$ cat config.mk
export PLATFORM = sky130hd
export DESIGN_NAME = fifo_wr_arbiter_flat
export DESIGN_NICKNAME = d
export VERILOG_FILES = /design/src/rtl/fifo_wr_arbiter_if.sv /design/src/rtl/fifo_wr_arbiter.sv /design/src/flat_wrapper.sv
export SDC_FILE = /design/constraint.sdc
export NUM_CORES = 1
export LEC_CHECK = 0
export BUFFER_PORTS_ARGS = -buffer_cell sky130_fd_sc_hd__buf_2
export CAP_MARGIN = 20
export CORE_MARGIN = 3
export CORE_UTILIZATION = 30
export CTS_CLUSTER_SIZE = 30
export DETAILED_ROUTE_END_ITERATION = 10
export PLACE_DENSITY = 0.68
export SLEW_MARGIN = 20
export SYNTH_ARGS = -nofsm -noshare
export SYNTH_HDL_FRONTEND = slang
export SYNTH_SLANG_ARGS = --single-unit
$ cat constraint.sdc
create_clock -name CLK -period 2.5 [get_ports CLK]
set_input_delay 0.125 -clock CLK [delete_from_list [all_inputs] [get_ports CLK]]
set_output_delay 0.125 -clock CLK [all_outputs]
set_load 0.01 [all_outputs]
$ cat src/rtl/fifo_wr_arbiter_if.sv
// Bundle of requester, FIFO-write and credit signals around the write arbiter.
// The master modport is the arbiter side; the slave modport is the requesters/FIFO side.
interface fifo_wr_arbiter_if #(
  parameter int unsigned DW       = 32,
  parameter int unsigned NREQ_LOG = 2,
  parameter int unsigned LEN_LOG  = 2
);
  localparam int unsigned NREQ = 1 << NREQ_LOG;

  logic [NREQ-1:0]    req_valid;
  logic [NREQ-1:0]    req_last;
  logic [NREQ*DW-1:0] req_data;
  logic [NREQ-1:0]    req_ready;
  logic               enq;
  logic [DW-1:0]      din;
  logic [NREQ_LOG-1:0] dtag;
  logic               credit_ret;
  logic [LEN_LOG:0]   credit;
  logic               busy;
  logic               ovf_err;

  modport master (
    input  req_valid, req_last, req_data, credit_ret,
    output req_ready, enq, din, dtag, credit, busy, ovf_err
  );

  modport slave (
    output req_valid, req_last, req_data, credit_ret,
    input  req_ready, enq, din, dtag, credit, busy, ovf_err
  );
endinterface

$ cat src/rtl/fifo_wr_arbiter.sv
// Credit-based round-robin arbiter sharing one FIFO write port among NREQ requesters.
// A grant holds for up to BURST beats so a requester's beats stay contiguous in the FIFO.
module fifo_wr_arbiter #(
  parameter int unsigned DW       = 32,
  parameter int unsigned NREQ_LOG = 2,
  parameter int unsigned LEN_LOG  = 2,
  parameter int unsigned BURST    = 4
) (
  input  logic                CLK,
  input  logic                RST_X,
  input  logic                SRST,
  fifo_wr_arbiter_if.master   bus
);
  localparam int unsigned NREQ = 1 << NREQ_LOG;
  localparam int unsigned LEN  = 1 << LEN_LOG;
  localparam logic [LEN_LOG:0] CreditFull = (LEN_LOG+1)'(LEN);
  localparam logic [7:0]       LastBeat   = 8'(BURST - 1);

  typedef enum logic {StIdle, StBurst} state_e;

  state_e              r_state, w_state_d;
  logic [NREQ_LOG-1:0] r_ptr, w_ptr_d;
  logic [NREQ_LOG-1:0] r_g, w_g_d;
  logic [7:0]          r_beat, w_beat_d;
  logic [LEN_LOG:0]    r_credit, w_credit_d;
  logic                r_ovf, w_ovf_d;

  logic                w_found;
  logic [NREQ_LOG-1:0] w_pick;
  logic [NREQ_LOG-1:0] w_idx;
  logic                w_has_credit;
  logic                w_xfer;
  logic                w_enq;

  assign w_has_credit = (r_credit != '0);
  assign w_xfer = (r_state == StBurst) && bus.req_valid[r_g] && w_has_credit;
  // A synchronous clear cancels the beat so nothing is written or accepted that cycle.
  assign w_enq  = w_xfer && !SRST;

  // Rotating priority scan: first valid requester starting at r_ptr.
  always_comb begin
    w_found = 1'b0;
    w_pick  = r_ptr;
    w_idx   = r_ptr;
    for (int i = 0; i < NREQ; i++) begin
      w_idx = r_ptr + NREQ_LOG'(i);
      if (!w_found && bus.req_valid[w_idx]) begin
        w_found = 1'b1;
        w_pick  = w_idx;
      end
    end
  end

  // Next-state logic for the grant FSM, pointer and beat counter.
  always_comb begin
    w_state_d = r_state;
    w_ptr_d   = r_ptr;
    w_g_d     = r_g;
    w_beat_d  = r_beat;
    unique case (r_state)
      StIdle: begin
        if (w_found && w_has_credit) begin
          w_state_d = StBurst;
          w_g_d     = w_pick;
          w_beat_d  = '0;
        end
      end
      StBurst: begin
        if (!bus.req_valid[r_g]) begin
          w_state_d = StIdle;
          w_ptr_d   = r_g + 1'b1;
        end else if (w_has_credit) begin
          w_beat_d = r_beat + 8'd1;
          if (bus.req_last[r_g] || (r_beat == LastBeat)) begin
            w_state_d = StIdle;
            w_ptr_d   = r_g + 1'b1;
          end
        end
      end
      default: w_state_d = StIdle;
    endcase
  end

  // Credit accounting; a return at full credit is an upstream error and is latched.
  always_comb begin
    w_credit_d = r_credit;
    w_ovf_d    = r_ovf;
    if (w_enq && !bus.credit_ret) begin
      w_credit_d = r_credit - 1'b1;
    end else if (!w_enq && bus.credit_ret) begin
      if (r_credit == CreditFull) begin
        w_ovf_d = 1'b1;
      end else begin
        w_credit_d = r_credit + 1'b1;
      end
    end
  end

  // State registers: async reset and sync clear share the same reset values.
  always_ff @(posedge CLK or negedge RST_X) begin
    if (!RST_X) begin
      r_state  <= StIdle;
      r_ptr    <= '0;
      r_g      <= '0;
      r_beat   <= '0;
      r_credit <= CreditFull;
      r_ovf    <= 1'b0;
    end else if (SRST) begin
      r_state  <= StIdle;
      r_ptr    <= '0;
      r_g      <= '0;
      r_beat   <= '0;
      r_credit <= CreditFull;
      r_ovf    <= 1'b0;
    end else begin
      r_state  <= w_state_d;
      r_ptr    <= w_ptr_d;
      r_g      <= w_g_d;
      r_beat   <= w_beat_d;
      r_credit <= w_credit_d;
      r_ovf    <= w_ovf_d;
    end
  end

  // Output drive: only the granted requester may see ready, and only on a real transfer.
  always_comb begin
    bus.req_ready      = '0;
    bus.req_ready[r_g] = w_enq;
    bus.enq            = w_enq;
    bus.din            = bus.req_data[r_g*DW +: DW];
    bus.dtag           = r_g;
    bus.credit         = r_credit;
    bus.busy           = (r_state == StBurst);
    bus.ovf_err        = r_ovf;
  end
endmodule

$ cat src/flat_wrapper.sv
// flat-port wrapper written by rule: the top's interface ports become plain ports
module fifo_wr_arbiter_flat 
#(
  parameter int unsigned DW       = 32,
  parameter int unsigned NREQ_LOG = 2,
  parameter int unsigned LEN_LOG  = 2,
  parameter int unsigned BURST    = 4
)
  (CLK, RST_X, SRST, bus_req_valid, bus_req_last, bus_req_data, bus_credit_ret, bus_req_ready, bus_enq, bus_din, bus_dtag, bus_credit, bus_busy, bus_ovf_err);
  fifo_wr_arbiter_if #(.DW(DW), .NREQ_LOG(NREQ_LOG), .LEN_LOG(LEN_LOG)) bus_i ();
  input  logic CLK;
  input  logic RST_X;
  input  logic SRST;
  input wire logic [$bits(bus_i.req_valid)-1:0] bus_req_valid;
  input wire logic [$bits(bus_i.req_last)-1:0] bus_req_last;
  input wire logic [$bits(bus_i.req_data)-1:0] bus_req_data;
  input wire logic [$bits(bus_i.credit_ret)-1:0] bus_credit_ret;
  output wire logic [$bits(bus_i.req_ready)-1:0] bus_req_ready;
  output wire logic [$bits(bus_i.enq)-1:0] bus_enq;
  output wire logic [$bits(bus_i.din)-1:0] bus_din;
  output wire logic [$bits(bus_i.dtag)-1:0] bus_dtag;
  output wire logic [$bits(bus_i.credit)-1:0] bus_credit;
  output wire logic [$bits(bus_i.busy)-1:0] bus_busy;
  output wire logic [$bits(bus_i.ovf_err)-1:0] bus_ovf_err;
  assign bus_i.req_valid = bus_req_valid;
  assign bus_i.req_last = bus_req_last;
  assign bus_i.req_data = bus_req_data;
  assign bus_i.credit_ret = bus_credit_ret;
  assign bus_req_ready = bus_i.req_ready;
  assign bus_enq = bus_i.enq;
  assign bus_din = bus_i.din;
  assign bus_dtag = bus_i.dtag;
  assign bus_credit = bus_i.credit;
  assign bus_busy = bus_i.busy;
  assign bus_ovf_err = bus_i.ovf_err;
  fifo_wr_arbiter #(.DW(DW), .NREQ_LOG(NREQ_LOG), .LEN_LOG(LEN_LOG), .BURST(BURST)) u_core (.CLK(CLK), .RST_X(RST_X), .SRST(SRST), .bus(bus_i));
endmodule
### After elaboration in Yosys (flattened, before gate mapping)

Index checks and enable logic that the tools add are counted.

| storage, ports and cells | value |
|---|---|
| flip-flop bits (word level) | 17 |
| latch bits | 0 |
| bits in writable memories | 0 |
| bits in read-only memories | 0 |
| output and inout port bits | 44 |
| word-level logic and storage cells | 108 |
| memories kept | 0 |

| cells by class | value |
|---|---|
| $add $sub $neg | 7 |
| multipliers | 0 |
| divide/modulo/power cells | 0 |
| magnitude comparators | 6 |
| eq/ne operators | 10 |
| shift operators | 1 |
| multiplexer cells | 48 |
| bitwise logic cells | 2 |
| reduce and logical (&&, ||, !) cells | 28 |

Operators by type and width:

| cell | count |
|---|---|
| $shiftx A128 B8 Y32 | 1 |
| $mux W8 | 4 |
| $mux W2 | 11 |
| $mux W1 | 20 |
| $pmux W8 S2 | 1 |
| $lt A2 B3 Y1 const B | 5 |
| $bmux W1 S2 | 6 |
| $mux W3 | 4 |
| $logic_and A1 B1 Y1 | 10 |
| $ne A3 B2 Y1 const B | 3 |
| $ne A3 B3 Y1 const B | 3 |
| $reduce_and A3 Y1 | 3 |
| $add A8 B1 Y8 const B | 1 |
| $eq A8 B2 Y1 const B | 1 |
| $reduce_bool A2 Y1 | 4 |
| $logic_not A1 Y1 | 6 |
| $reduce_bool A3 Y1 | 2 |
| $add A2 B1 Y2 const B | 2 |
| $add A2 B2 Y2 const B | 2 |
| $and A4 B4 Y4 | 1 |
| $ne A2 B2 Y1 const B | 2 |
| $reduce_and A2 Y1 | 2 |
| $add A3 B1 Y3 const B | 1 |
| $eq A3 B3 Y1 const B | 1 |
| 6 further kinds | 6 |

### Logic depth before layout (Yosys ltp)

Gate-level depths: netlist of the first run.

| depth | value |
|---|---|
| depth in word-level cells | 16 |
| mapped depth | 9 |
| mapped depth without buffers | 8 |

### Least setup slack after synthesis of the first run

No wires, ideal clock.

| path | value |
|---|---|
| kind | register to register |
| start point | register u_core.r_g[0], in the netlist u_core.bus.dtag[0] |
| end point | register u_core.r_credit[2], in the netlist u_core.bus.credit[2] |
| data arrival time | 2207 ps |
| required time | 2412 ps |
| path slack | 205 ps |
| stages on the path, launching flop included | 10 |
| buffers on the path | 1 |
| path through | dfrtp_1 -> buf_6 -> mux4_2 -> nand4_1 -> xnor2_1 -> ha_1 -> nor2_1 -> mux2i_1 -> o21ai_0 -> or3b_1 |

| on the way | value |
|---|---|
| word-level cells in the longest chain between the ends | 9 |

Ends and longest elaborated chain:

| element | line | text |
|---|---|---|
| start, declared | fifo_wr_arbiter.sv:23 | `logic [NREQ_LOG-1:0] r_g, w_g_d;` |
| start signal, assigned | fifo_wr_arbiter.sv:118 | `r_g <= w_g_d;` |
| $bmux W1 S2 (*) | fifo_wr_arbiter.sv:36 | `assign w_xfer = (r_state == StBurst) && bus.req_valid[r_g] && w_has_credit;` |
| $mux W1 (not written as such) (*) | fifo_wr_arbiter.sv:36 |  |
| $logic_and A1 B1 Y1 (*) (2 in series) | fifo_wr_arbiter.sv:36 |  |
| $logic_and A1 B1 Y1 (*) | fifo_wr_arbiter.sv:38 | `assign w_enq = w_xfer && !SRST;` |
| $logic_not A1 Y1 | fifo_wr_arbiter.sv:90 | `end else if (!w_enq && bus.credit_ret) begin` |
| $logic_and A1 B1 Y1 | fifo_wr_arbiter.sv:90 |  |
| $reduce_bool A3 Y1 (no source line) | - |  |
| $reduce_and A2 Y1 (no source line) | - |  |
| end signal, assigned | fifo_wr_arbiter.sv:106 | `r_credit <= CreditFull;` |
| end signal, assigned | fifo_wr_arbiter.sv:113 | `r_credit <= CreditFull;` |
| end signal, assigned | fifo_wr_arbiter.sv:120 | `r_credit <= w_credit_d;` |
| end, declared | fifo_wr_arbiter.sv:25 | `logic [LEN_LOG:0] r_credit, w_credit_d;` |

Every way passes the cells marked *; elsewhere a longest branch is shown, timed or not. The select of a mux whose other input is x is not followed.
A chain may end at the register's enable or synchronous reset.

### Worst setup path in the final report of the first run

| path | value |
|---|---|
| start point | register u_core.r_g[0], in the netlist u_core.bus.dtag[0] |
| end point | output bus_req_ready[1] |

| on the way | value |
|---|---|
| word-level cells in the longest chain between the ends | 6 |

Ends and longest elaborated chain:

| element | line | text |
|---|---|---|
| parallel branches: the longest is 5 deep, another holds $lt A2 B3 Y1 | - |  |
| $and A4 B4 Y4 (no source line) (*) | - |  |
| end, declared | flat_wrapper.sv:18 | `output wire logic [$bits(bus_i.req_ready)-1:0] bus_req_ready;` |

Mark *: on every way between the ends. The select of a mux whose other input is x is not followed.

==> results.py, run 1 <==
metrics = {
    "outcome": {
        "status": "finished, final reports clean",
    },
    "power_and_ir_drop": {
        "seqPwrFrac": 0.272,
        "p_int_mw": 0.761,
        "p_leak_nw": 1.41,
        "combPwrFrac": 0.559,
        "p_sw_mw": 0.440,
        "power.density_nw_per_um2": 408,
        "pwr-share-clk": 0.170,
        "vdd_drop_max_v": 0.000356,
        "swShare": 0.367,
        "finalPower_mw": 1.20,
    },
    "global_route": {
        "grt_pass1_vias": 2260,
        "grt_max_degree": 39,
        "antenna_found_initial": 1,
        "grt-ovfl-total": 0,
        "grt_pass1_wl_mm": 11.5,
        "track_usage": 0.202,
    },
    "final_layout": {
        "drive_gt1_frac": 0.670,
        "n_antenna_cell": 0,
        "syn_to_final_growth_pct": 54.0,
        "layout.cells.non_filler": 420,
        "n_fill_cell": 572,
        "final_core_util": 0.486,
        "nNetsFinal": 492,
    },
    "cts": {
        "root_buffer": "clkbuf_8",
        "cts_resized": 0,
        "cts.clk_slew.worst_paths_ns": 0.06,
        "cts_tree": "done",
        "cts_buffers": 3,
        "htreeDepth": 1,
        "clock_sinks": 17,
        "clk_path_buf_depth": 2,
        "clk_latency_ns": 0.25,
    },
    "hold_path": {
        "hold_start": "SRST",
        "holdPathEnd": "u_core.r_beat[1]$_DFFE_PN0P_",
        "hold_class": "in -> reg",
        "min_path_cells": 2,
    },
    "synth": {
        "synthCells": 166,
        "yosysTopAreaCellShare": 0.400,
        "ys_seq_elements": 17,
        "syn_avg_cell_area_um2": 11.5,
        "synth_area_um2": 1910,
        "synth-seq-area-share": 0.223,
        "synth_nets": 312,
        "yosysWarnings": 0,
        "synth_area_leaders": "mux4_2 40%, dfrtp_1 21%, ha_1 3.9%, nor2_1 2.9%, a21oi_1 2.6%",
        "synth_top_cell_by_area": "mux4_2",
        "synthDistinctLibCells": 43,
    },
    "floorplanning": {
        "die_h_um": 85.9,
        "fp.dieArea_um2": 7370,
        "initial_core_util": 0.316,
        "io_pins": 184,
        "fp-row-count": 28,
        "die_width_um": 85.9,
        "core_um2": 6060,
    },
    "setup_path": {
        "critical_path_class": "reg -> out",
        "rr_startpoint": "u_core.bus.dtag[0]$_DFFE_PN0P_",
        "ff2ff_setup_slack_ns": 0.29,
        "arrival_ns": 2.22,
        "ff2ff_path_depth": 8,
        "worstPathMaxFanout": 9,
        "required_ns": 2.38,
        "worstSetupEndpointType": "output pin",
        "cp-start-kind": "register",
        "reg2reg_to": "u_core.bus.credit[2]$_DFFE_PN1P_",
    },
    "sta": {
        "fmax_ghz": 0.427,
        "setup_viol": 0,
        "min_period_over_period": 0.938,
        "hold_viol": 0,
        "fin_crit_ns": 2.34,
        "setup_tns_ns": 0,
        "relSlewSlack": 0.553,
        "slew_viol_final": 0,
        "setup_ws_ns": 0.156,
        "worst_pin_slew_ns": 0.665,
        "skew_ns": 0.00236,
        "rsz0062_at_grt": "false",
    },
    "placed_design": {
        "place_congestion": 0.841,
        "place_ws_ns": 0.280,
        "port_buffers": 183,
        "dpl.hpwl_mm": 6.78,
        "place_inst": 415,
    },
    "drt": {
        "wire_per_inst_um": 18.9,
        "drt_wl_total_mm": 7.93,
        "avgViaCountPerCell": 5.33,
        "first_iter_violations": 113,
        "firstDrtPassIters": 4,
        "ant_nets": 0,
        "vias": 2239,
        "drc": 0,
    },
    "flow_run": {
        "cap_viol_max_count": 0,
    },
}
## metrics by stage
stage	hold WS, ns	cell area [um2]
after floorplan	-0.171	1910
after global placement	0.0661	2890
after detailed placement	0.0662	2890
after CTS	0.243	2950
after global routing	0.279	2950
final	0.235	2950
## cell usage in the layout (no fill, tap or decap), types with 4 or more instances in the layout
cell and n:
a21oi_1 10, and2_1 5, buf_2 183, dfrtp_1 15, ha_1 6, mux4_2 34, nand2_1 8, nand3_1 4
nor2_1 15, nor3_1 5, o21ai_0 6
## kinds of logic (layout without fill, tap and decap cells)
family,after synthesis,after routing,share of synthesized area
AO/OA/AOI/OAI,31,31,0.110
flip-flops,17,17,0.223
adder cells (fa/ha/maj),6,6,0.0392
AND/OR/NAND/NOR,54,54,0.148
XOR/XNOR,6,6,0.0275
multiplexers,37,37,0.416
buffers and inverters,15,194,0.0360
## synthesized netlist by cell type (all sizes together)
| library cell | instances |
|---|---|
| mux4 | 34 |
| dfrtp | 16 |
| nor2 | 15 |
| a21oi | 11 |
| nand2 | 9 |
| buf | 8 |
| ha | 6 |
| o21ai | 6 |
| and2 | 5 |
| nor3 | 5 |
| clkbuf | 4 |
| nand3 | 4 |
| inv | 3 |
| mux2i | 3 |
| o21a | 3 |
| xnor2 | 3 |
| xor2 | 3 |
| a2111oi | 2 |
| and3 | 2 |
| nand2b | 2 |
| nor2b | 2 |
| o211ai | 2 |
| o22ai | 2 |
| or3 | 2 |
| or4 | 2 |
| a21o | 1 |
| a221oi | 1 |
| a22oi | 1 |
| a41oi | 1 |
| dfstp | 1 |
| nand4 | 1 |
| nand4b | 1 |
| nor4 | 1 |
| nor4b | 1 |
| o31ai | 1 |
| or2 | 1 |
| or3b | 1 |
## area by class of cell
class / instances / area (um2) / area share
Clock buffer: 3 / 41.3 / 0.0140
Timing Repair Buffer: 187 / 948 / 0.322
Multi-Input combinational cell: 134 / 1420 / 0.481
Inverter: 3 / 11.3 / 0.00382
Sequential cell: 17 / 428 / 0.145
Clock inverter: 1 / 5.00 / 0.00170
Tap cell: 75 / 93.8 / 0.0319
## state kept, by name (all words and copies together), names as in the netlist
register            count
u_core.bus.dtag         2
u_core.r_ptr            2
u_core.bus.busy         1
u_core.bus.credit       3
u_core.bus.ovf_err      1
u_core.r_beat           8
## layer usage
layer  part of all wire  vias up  global-route usage
li1                   -     1024                   -
met5             0.0016        -                   0
met2               0.53      107               0.364
met3              0.081       19              0.0355
met1               0.37     1087               0.244
met4              0.021        2              0.0604
## how the worst max path moves through the flow
stage	to	slack (ns)	start	cells after the start
finish	bus_req_ready[1]	0.16	u_core.bus.dtag[0]$_DFFE_PN0P_	5
global route	bus_req_ready[1]	0.04	u_core.bus.dtag[0]$_DFFE_PN0P_	5
CTS	bus_req_ready[1]	0.11	u_core.bus.dtag[0]$_DFFE_PN0P_	5
detailed placement	u_core.bus.credit[2]$_DFFE_PN1P_	0.28	u_core.bus.dtag[0]$_DFFE_PN0P_	8
global placement	u_core.bus.credit[2]$_DFFE_PN1P_	0.35	u_core.bus.dtag[0]$_DFFE_PN0P_	8
floorplan	u_core.bus.credit[2]$_DFFE_PN1P_	0.20	u_core.bus.dtag[0]$_DFFE_PN0P_	9
## worst max-delay path, stage by stage, from the launching register on
cell	delay [ns]
dfrtp_2	0.43
mux4_2	0.44
nand2_2	0.15
nor3_1	0.59
and2_1	0.22
buf_2	0.13
## power by group through the flow
stage | sequential [mW] | combinational, mW | clock, mW
floorplan | 0.330 | 0.400 | 0
global placement | 0.329 | 0.662 | 0
detailed placement | 0.331 | 0.672 | 0
CTS | 0.326 | 0.676 | 0.213
global route | 0.330 | 0.727 | 0.221
finish | 0.326 | 0.671 | 0.204
## repair_timing
item,CTS,global route
hold buffers,1,0
endpoints found under the hold margin,16,0
buffers inserted,0,0
endpoints found under the setup margin,0,0
Note: power is estimated with default switching activity, not from simulation.
==> inputs of run 2 (changes only) <==
Settings changed: PLACE_DENSITY 0.68 to not set, PLACE_DENSITY_LB_ADDON set to 0.25, SKIP_CTS_REPAIR_TIMING set to 1.
==> run 2 against run 1 <==
Net effect:
- utilization unchanged
- global-route usage down 0.13 points
- critical endpoint is now bus_din[16]
- sequential cell count unchanged
- via count decreased by 2.5%
- count of clock-buffer cells in the layout did not move
- setup slack better by 0.10 ns
- sequential power hardly changed
- first-iteration DRC count decreased by 19%
- total power is 0.28% higher
==> results.py, run 2 (synthesized netlist as in run 1, its figures left out) <==
metrics = {
    "cts": {
        "clock_sinks": 17,
        "htreeDepth": 1,
        "cts.clk_slew.worst_paths_ns": 0.07,
        "clk_latency_ns": 0.25,
        "clk_path_buf_depth": 2,
        "root_buffer": "clkbuf_8",
        "cts_buffers": 3,
        "cts_tree": "done",
    },
    "drt": {
        "vias": 2183,
        "firstDrtPassIters": 4,
        "wire_per_inst_um": 18.3,
        "ant_nets": 0,
        "drt_wl_total_mm": 7.70,
        "drc": 0,
        "avgViaCountPerCell": 5.20,
        "first_iter_violations": 91,
    },
    "setup_path": {
        "cp_slowest_cell": "mux4_2",
        "worstPathMaxFanout": 24,
        "critical_path.top_delay_family": "buffers and inverters",
        "cp_num_buf_inv": 3,
        "critPathMaxStageDelay_ns": 0.60,
        "worstSetupEndpointType": "output pin",
        "cp-start-kind": "register",
        "arrival_ns": 2.12,
        "crit_top_cell": "buf_4",
        "cp_cell_sequence": "buf_4 -> buf_4 -> mux4_2 -> buf_2",
        "critical_path_class": "reg -> out",
        "required_ns": 2.38,
    },
    "floorplanning": {
        "fp-row-count": 28,
        "die_h_um": 85.9,
        "core_um2": 6060,
        "fp.dieArea_um2": 7370,
        "initial_core_util": 0.316,
        "die_width_um": 85.9,
        "io_pins": 184,
    },
    "global_route": {
        "grt-ovfl-total": 0,
        "grt_pass1_vias": 2214,
        "grt_max_degree": 38,
        "track_usage": 0.200,
        "grt_pass1_wl_mm": 11.4,
        "antenna_found_initial": 0,
    },
    "power_and_ir_drop": {
        "vdd_drop_max_v": 0.000292,
        "combPwrFrac": 0.555,
        "seqPwrFrac": 0.270,
        "p_int_mw": 0.761,
        "power.density_nw_per_um2": 409,
        "p_leak_nw": 1.41,
        "pwr-share-clk": 0.175,
        "p_sw_mw": 0.443,
        "swShare": 0.368,
    },
    "final_layout": {
        "largest_register_ffs": 8,
        "final_area_um2": 2950,
        "regMostFlops": "u_core.r_beat",
        "final_core_util": 0.486,
        "n_fill_cell": 595,
        "n_antenna_cell": 0,
        "final_cell_mix": "183 x buf_2, 34 x mux4_2, 15 x nor2_1, 15 x dfrtp_1, 10 x a21oi_1",
        "drive_gt1_frac": 0.670,
        "syn_to_final_growth_pct": 54.0,
        "nNetsFinal": 492,
        "final_common_cell": "buf_2",
    },
    "placed_design": {
        "place_area_um2": 2890,
        "place_congestion": 0.858,
        "place_ws_ns": 0.348,
        "dpl.hpwl_mm": 6.68,
        "port_buffers": 183,
    },
    "sta": {
        "hold_viol": 0,
        "skew_ns": 0.00111,
        "setup_viol": 0,
        "worst_pin_slew_ns": 0.935,
        "setup_tns_ns": 0,
        "fin_crit_ns": 2.24,
        "fmax_ghz": 0.446,
        "rsz0062_at_grt": "false",
        "slew_viol_final": 0,
        "min_period_over_period": 0.896,
        "relSlewSlack": 0.372,
        "setup_ws_ns": 0.259,
    },
    "flow_run": {
        "cap_viol_max_count": 0,
    },
    "outcome": {
        "status": "finished, final reports clean",
    },
    "hold_path": {
        "hold_class": "in -> reg",
    },
}
==> run 2: cell counts in the layout (fill, tap and decap cells not counted) <==
Identical to the previous run, type by type.
==> run 2: cell type report <==
cell class | instances | area [um2] | area share
multi-input cells | 134 | 1420 | 0.481
clock inverters | 1 | 5.00 | 0.00170
repair buffers | 187 | 948 | 0.322
clock buffers | 3 | 41.3 | 0.0140
flip-flops and latches | 17 | 428 | 0.145
well taps | 75 | 93.8 | 0.0319
inverters | 3 | 11.3 | 0.00382
==> run 2: tightest hold or removal path, delay by kind of cell <==
family,cells,cell delay [ns]
buffers and inverters,1,0.13
AND/OR/NAND/NOR,1,0.07
AO/OA/AOI/OAI,1,0.11
==> run 2: path summary, 6_finish.rpt <==
| kind | cells after the start | endpoint | slack, ns | startpoint |
|---|---|---|---|---|
| hold / removal | 3 | u_core.bus.ovf_err$_DFFE_PN0P_ | 0.23 | bus_credit_ret |
| min in group asynchronous | 2 | u_core.r_beat[3]$_DFFE_PN0P_ | 0.32 | RST_X |
| setup / recovery | 4 | bus_din[16] | 0.26 | u_core.bus.dtag[0]$_DFFE_PN0P_ |
| setup reg to reg | 8 | u_core.bus.credit[2]$_DFFE_PN1P_ | 0.34 | u_core.bus.dtag[0]$_DFFE_PN0P_ |
| max in group asynchronous | 2 | u_core.bus.credit[2]$_DFFE_PN1P_ | 1.86 | RST_X |
| hold reg to reg | 2 | u_core.bus.ovf_err$_DFFE_PN0P_ | 0.50 | u_core.bus.ovf_err$_DFFE_PN0P_ |
==> run 2: layer usage <==
layer  vias up  GRT usage  share of wire
met2        99      0.341           0.51
met4         0     0.0604          0.021
met5         -          0              0
met1      1047      0.260           0.39
met3        13     0.0346          0.082
li1       1024          -              -
==> run 2: metrics by stage <==
stage | power (mW) | hold WS [ns] | cells
2_1_floorplan | 0.730 | -0.171 | 166
3_3_place_gp | 0.994 | 0.0727 | 415
3_5_place_dp | 1.00 | 0.0783 | 415
4_1_cts | 1.22 | -0.205 | 419
5_1_grt | 1.29 | 0.247 | 420
6_report | 1.20 | 0.228 | 420
==> run 2: power by group through the flow <==
| stage | logic [mW] | clock network [mW] | registers (mW) |
|---|---|---|---|
| 5_1_grt | 0.730 | 0.231 | 0.329 |
| 3_3_place_gp | 0.666 | 0 | 0.328 |
| 2_1_floorplan | 0.400 | 0 | 0.330 |
| 6_report | 0.669 | 0.211 | 0.325 |
| 4_1_cts | 0.675 | 0.218 | 0.324 |
| 3_5_place_dp | 0.673 | 0 | 0.329 |
==> inputs of run 3 (changes only) <==
Settings changed: CORE_UTILIZATION 30 to 37.
==> run 3 against run 2 <==
Net effect:
- count of clock-buffer cells in the layout did not move
- non-clock buffer count rose by 1
- largest cell class unchanged
- clock power about the same
- via count down 0.50%
- combinational power about the same
- clock skew increased by 0.0052 ns
- maximum frequency is 1.4% higher
- cell count is 0.71% lower
- register-to-register slack got worse by 0.02 ns
- sequential cell count is the same
==> results.py, run 3 (synthesized netlist as in run 1, its figures left out) <==
metrics = {
    "floorplanning": {
        "fp-row-count": 25,
        "io_pins": 184,
        "initial_core_util": 0.395,
        "core_um2": 4850,
        "die_h_um": 77.9,
        "fp.dieArea_um2": 6070,
        "die_width_um": 77.9,
    },
    "outcome": {
        "status": "finished, final reports clean",
    },
    "drt": {
        "wire_per_inst_um": 18.3,
        "drc": 0,
        "vias": 2172,
        "first_iter_violations": 95,
        "ant_nets": 0,
        "avgViaCountPerCell": 5.21,
        "firstDrtPassIters": 4,
        "drt_wl_total_mm": 7.61,
    },
    "sta": {
        "hold_viol": 0,
        "fmax_ghz": 0.452,
        "fin_crit_ns": 2.21,
        "slew_viol_final": 0,
        "rsz0062_at_grt": "false",
        "setup_tns_ns": 0,
        "relSlewSlack": 0.635,
        "setup_ws_ns": 0.289,
        "skew_ns": 0.00632,
        "min_period_over_period": 0.884,
        "worst_pin_slew_ns": 0.534,
        "setup_viol": 0,
    },
    "final_layout": {
        "regMostFlops": "u_core.r_beat",
        "final_cell_mix": "183 x buf_2, 34 x mux4_2, 15 x nor2_1, 15 x dfrtp_1, 10 x a21oi_1",
        "syn_to_final_growth_pct": 54.5,
        "layout.cells.non_filler": 417,
        "largest_register_ffs": 8,
        "drive_gt1_frac": 0.671,
        "final_area_um2": 2960,
        "nNetsFinal": 493,
        "final_common_cell": "buf_2",
    },
    "cts": {
        "clock_sinks": 17,
        "cts.clk_slew.worst_paths_ns": 0.07,
        "cts_tree": "done",
        "clk_path_buf_depth": 2,
        "clk_latency_ns": 0.25,
        "cts_buffers": 3,
        "root_buffer": "clkbuf_8",
        "htreeDepth": 1,
    },
    "setup_path": {
        "worstSetupEndpointType": "output pin",
        "startpoint": "u_core.bus.dtag[0]$_DFFE_PN0P_",
        "critical_path_class": "reg -> out",
        "arrival_ns": 2.09,
        "cp-start-kind": "register",
        "worstPathMaxFanout": 28,
        "ff2ff_setup_slack_ns": 0.32,
        "required_ns": 2.38,
        "rr_startpoint": "u_core.bus.dtag[0]$_DFFE_PN0P_",
        "ff2ff_path_depth": 8,
    },
    "flow_run": {
        "cap_viol_max_count": 0,
    },
    "placed_design": {
        "place_area_um2": 2890,
        "place_congestion": 0.872,
        "place_inst": 408,
        "place_ws_ns": 0.328,
        "port_buffers": 183,
        "dpl.hpwl_mm": 6.56,
    },
    "global_route": {
        "antenna_found_initial": 4,
        "grt-ovfl-total": 0,
        "grt_pass1_vias": 2222,
        "track_usage": 0.241,
        "grt_pass1_wl_mm": 11.3,
        "grt_max_degree": 38,
    },
    "hold_path": {
        "min_path_cells": 2,
        "hold_class": "in -> reg",
        "hold_start": "SRST",
    },
    "power_and_ir_drop": {
        "power.density_nw_per_um2": 407,
        "p_leak_nw": 1.42,
        "vdd_drop_max_v": 0.000388,
    },
}
[run 3: cell types whose count changed in the layout (fill, tap and decap cells not counted)]
cell,delta
clkinvlp_4,+1
buf_4,+1
diode_2,+4
clkinv_2,-1
[run 3: cell type report]
type,count,area [um2]
Tap cell,67,83.8
Clock inverter,1,7.51
Sequential cell,17,428
Antenna cell,4,10.0
Clock buffer,3,41.3
Fill cell,432,1890
Inverter,3,11.3
Multi-Input combinational cell,134,1420
Timing Repair Buffer,188,956
[run 3: stage by stage]
step,hold WS (ns),utilization,power (mW)
after global routing,0.243,0.610,1.28
after global placement,0.0729,0.595,0.987
after floorplan,-0.171,-,0.730
final,0.238,0.610,1.20
after detailed placement,0.0728,0.595,1.00
after CTS,-0.210,0.605,1.21
[run 3: critical path: stages, from the launching register on]
cell and delay, ns:
dfrtp_2 0.37, buf_4 0.24, buf_4 0.47, mux4_2 0.58, buf_2 0.16
[run 3: worst paths after layout]
| kind | end |
|---|---|
| worst max-delay path | bus_din[17] |
| worst min-delay path | u_core.r_beat[0]$_DFFE_PN0P_ |
| worst max register to register | u_core.bus.credit[2]$_DFFE_PN1P_ |
| worst min register to register | u_core.bus.ovf_err$_DFFE_PN0P_ |
| max in group asynchronous | u_core.bus.credit[2]$_DFFE_PN1P_ |
| min in group asynchronous | u_core.r_beat[6]$_DFFE_PN0P_ |
[run 3: where the power goes]
part	internal, mW	switching (mW)
clock	0.112	0.0981
sequential	0.297	0.0282
combinational	0.354	0.313
total	0.763	0.440
[run 3: routing by layer]
metal | routed length, um | track usage
met2 | 4170 | 0.432
met3 | 541 | 0.0557
met1 | 2690 | 0.281
met4 | 212 | 0.0857
met5 | 0 | 0
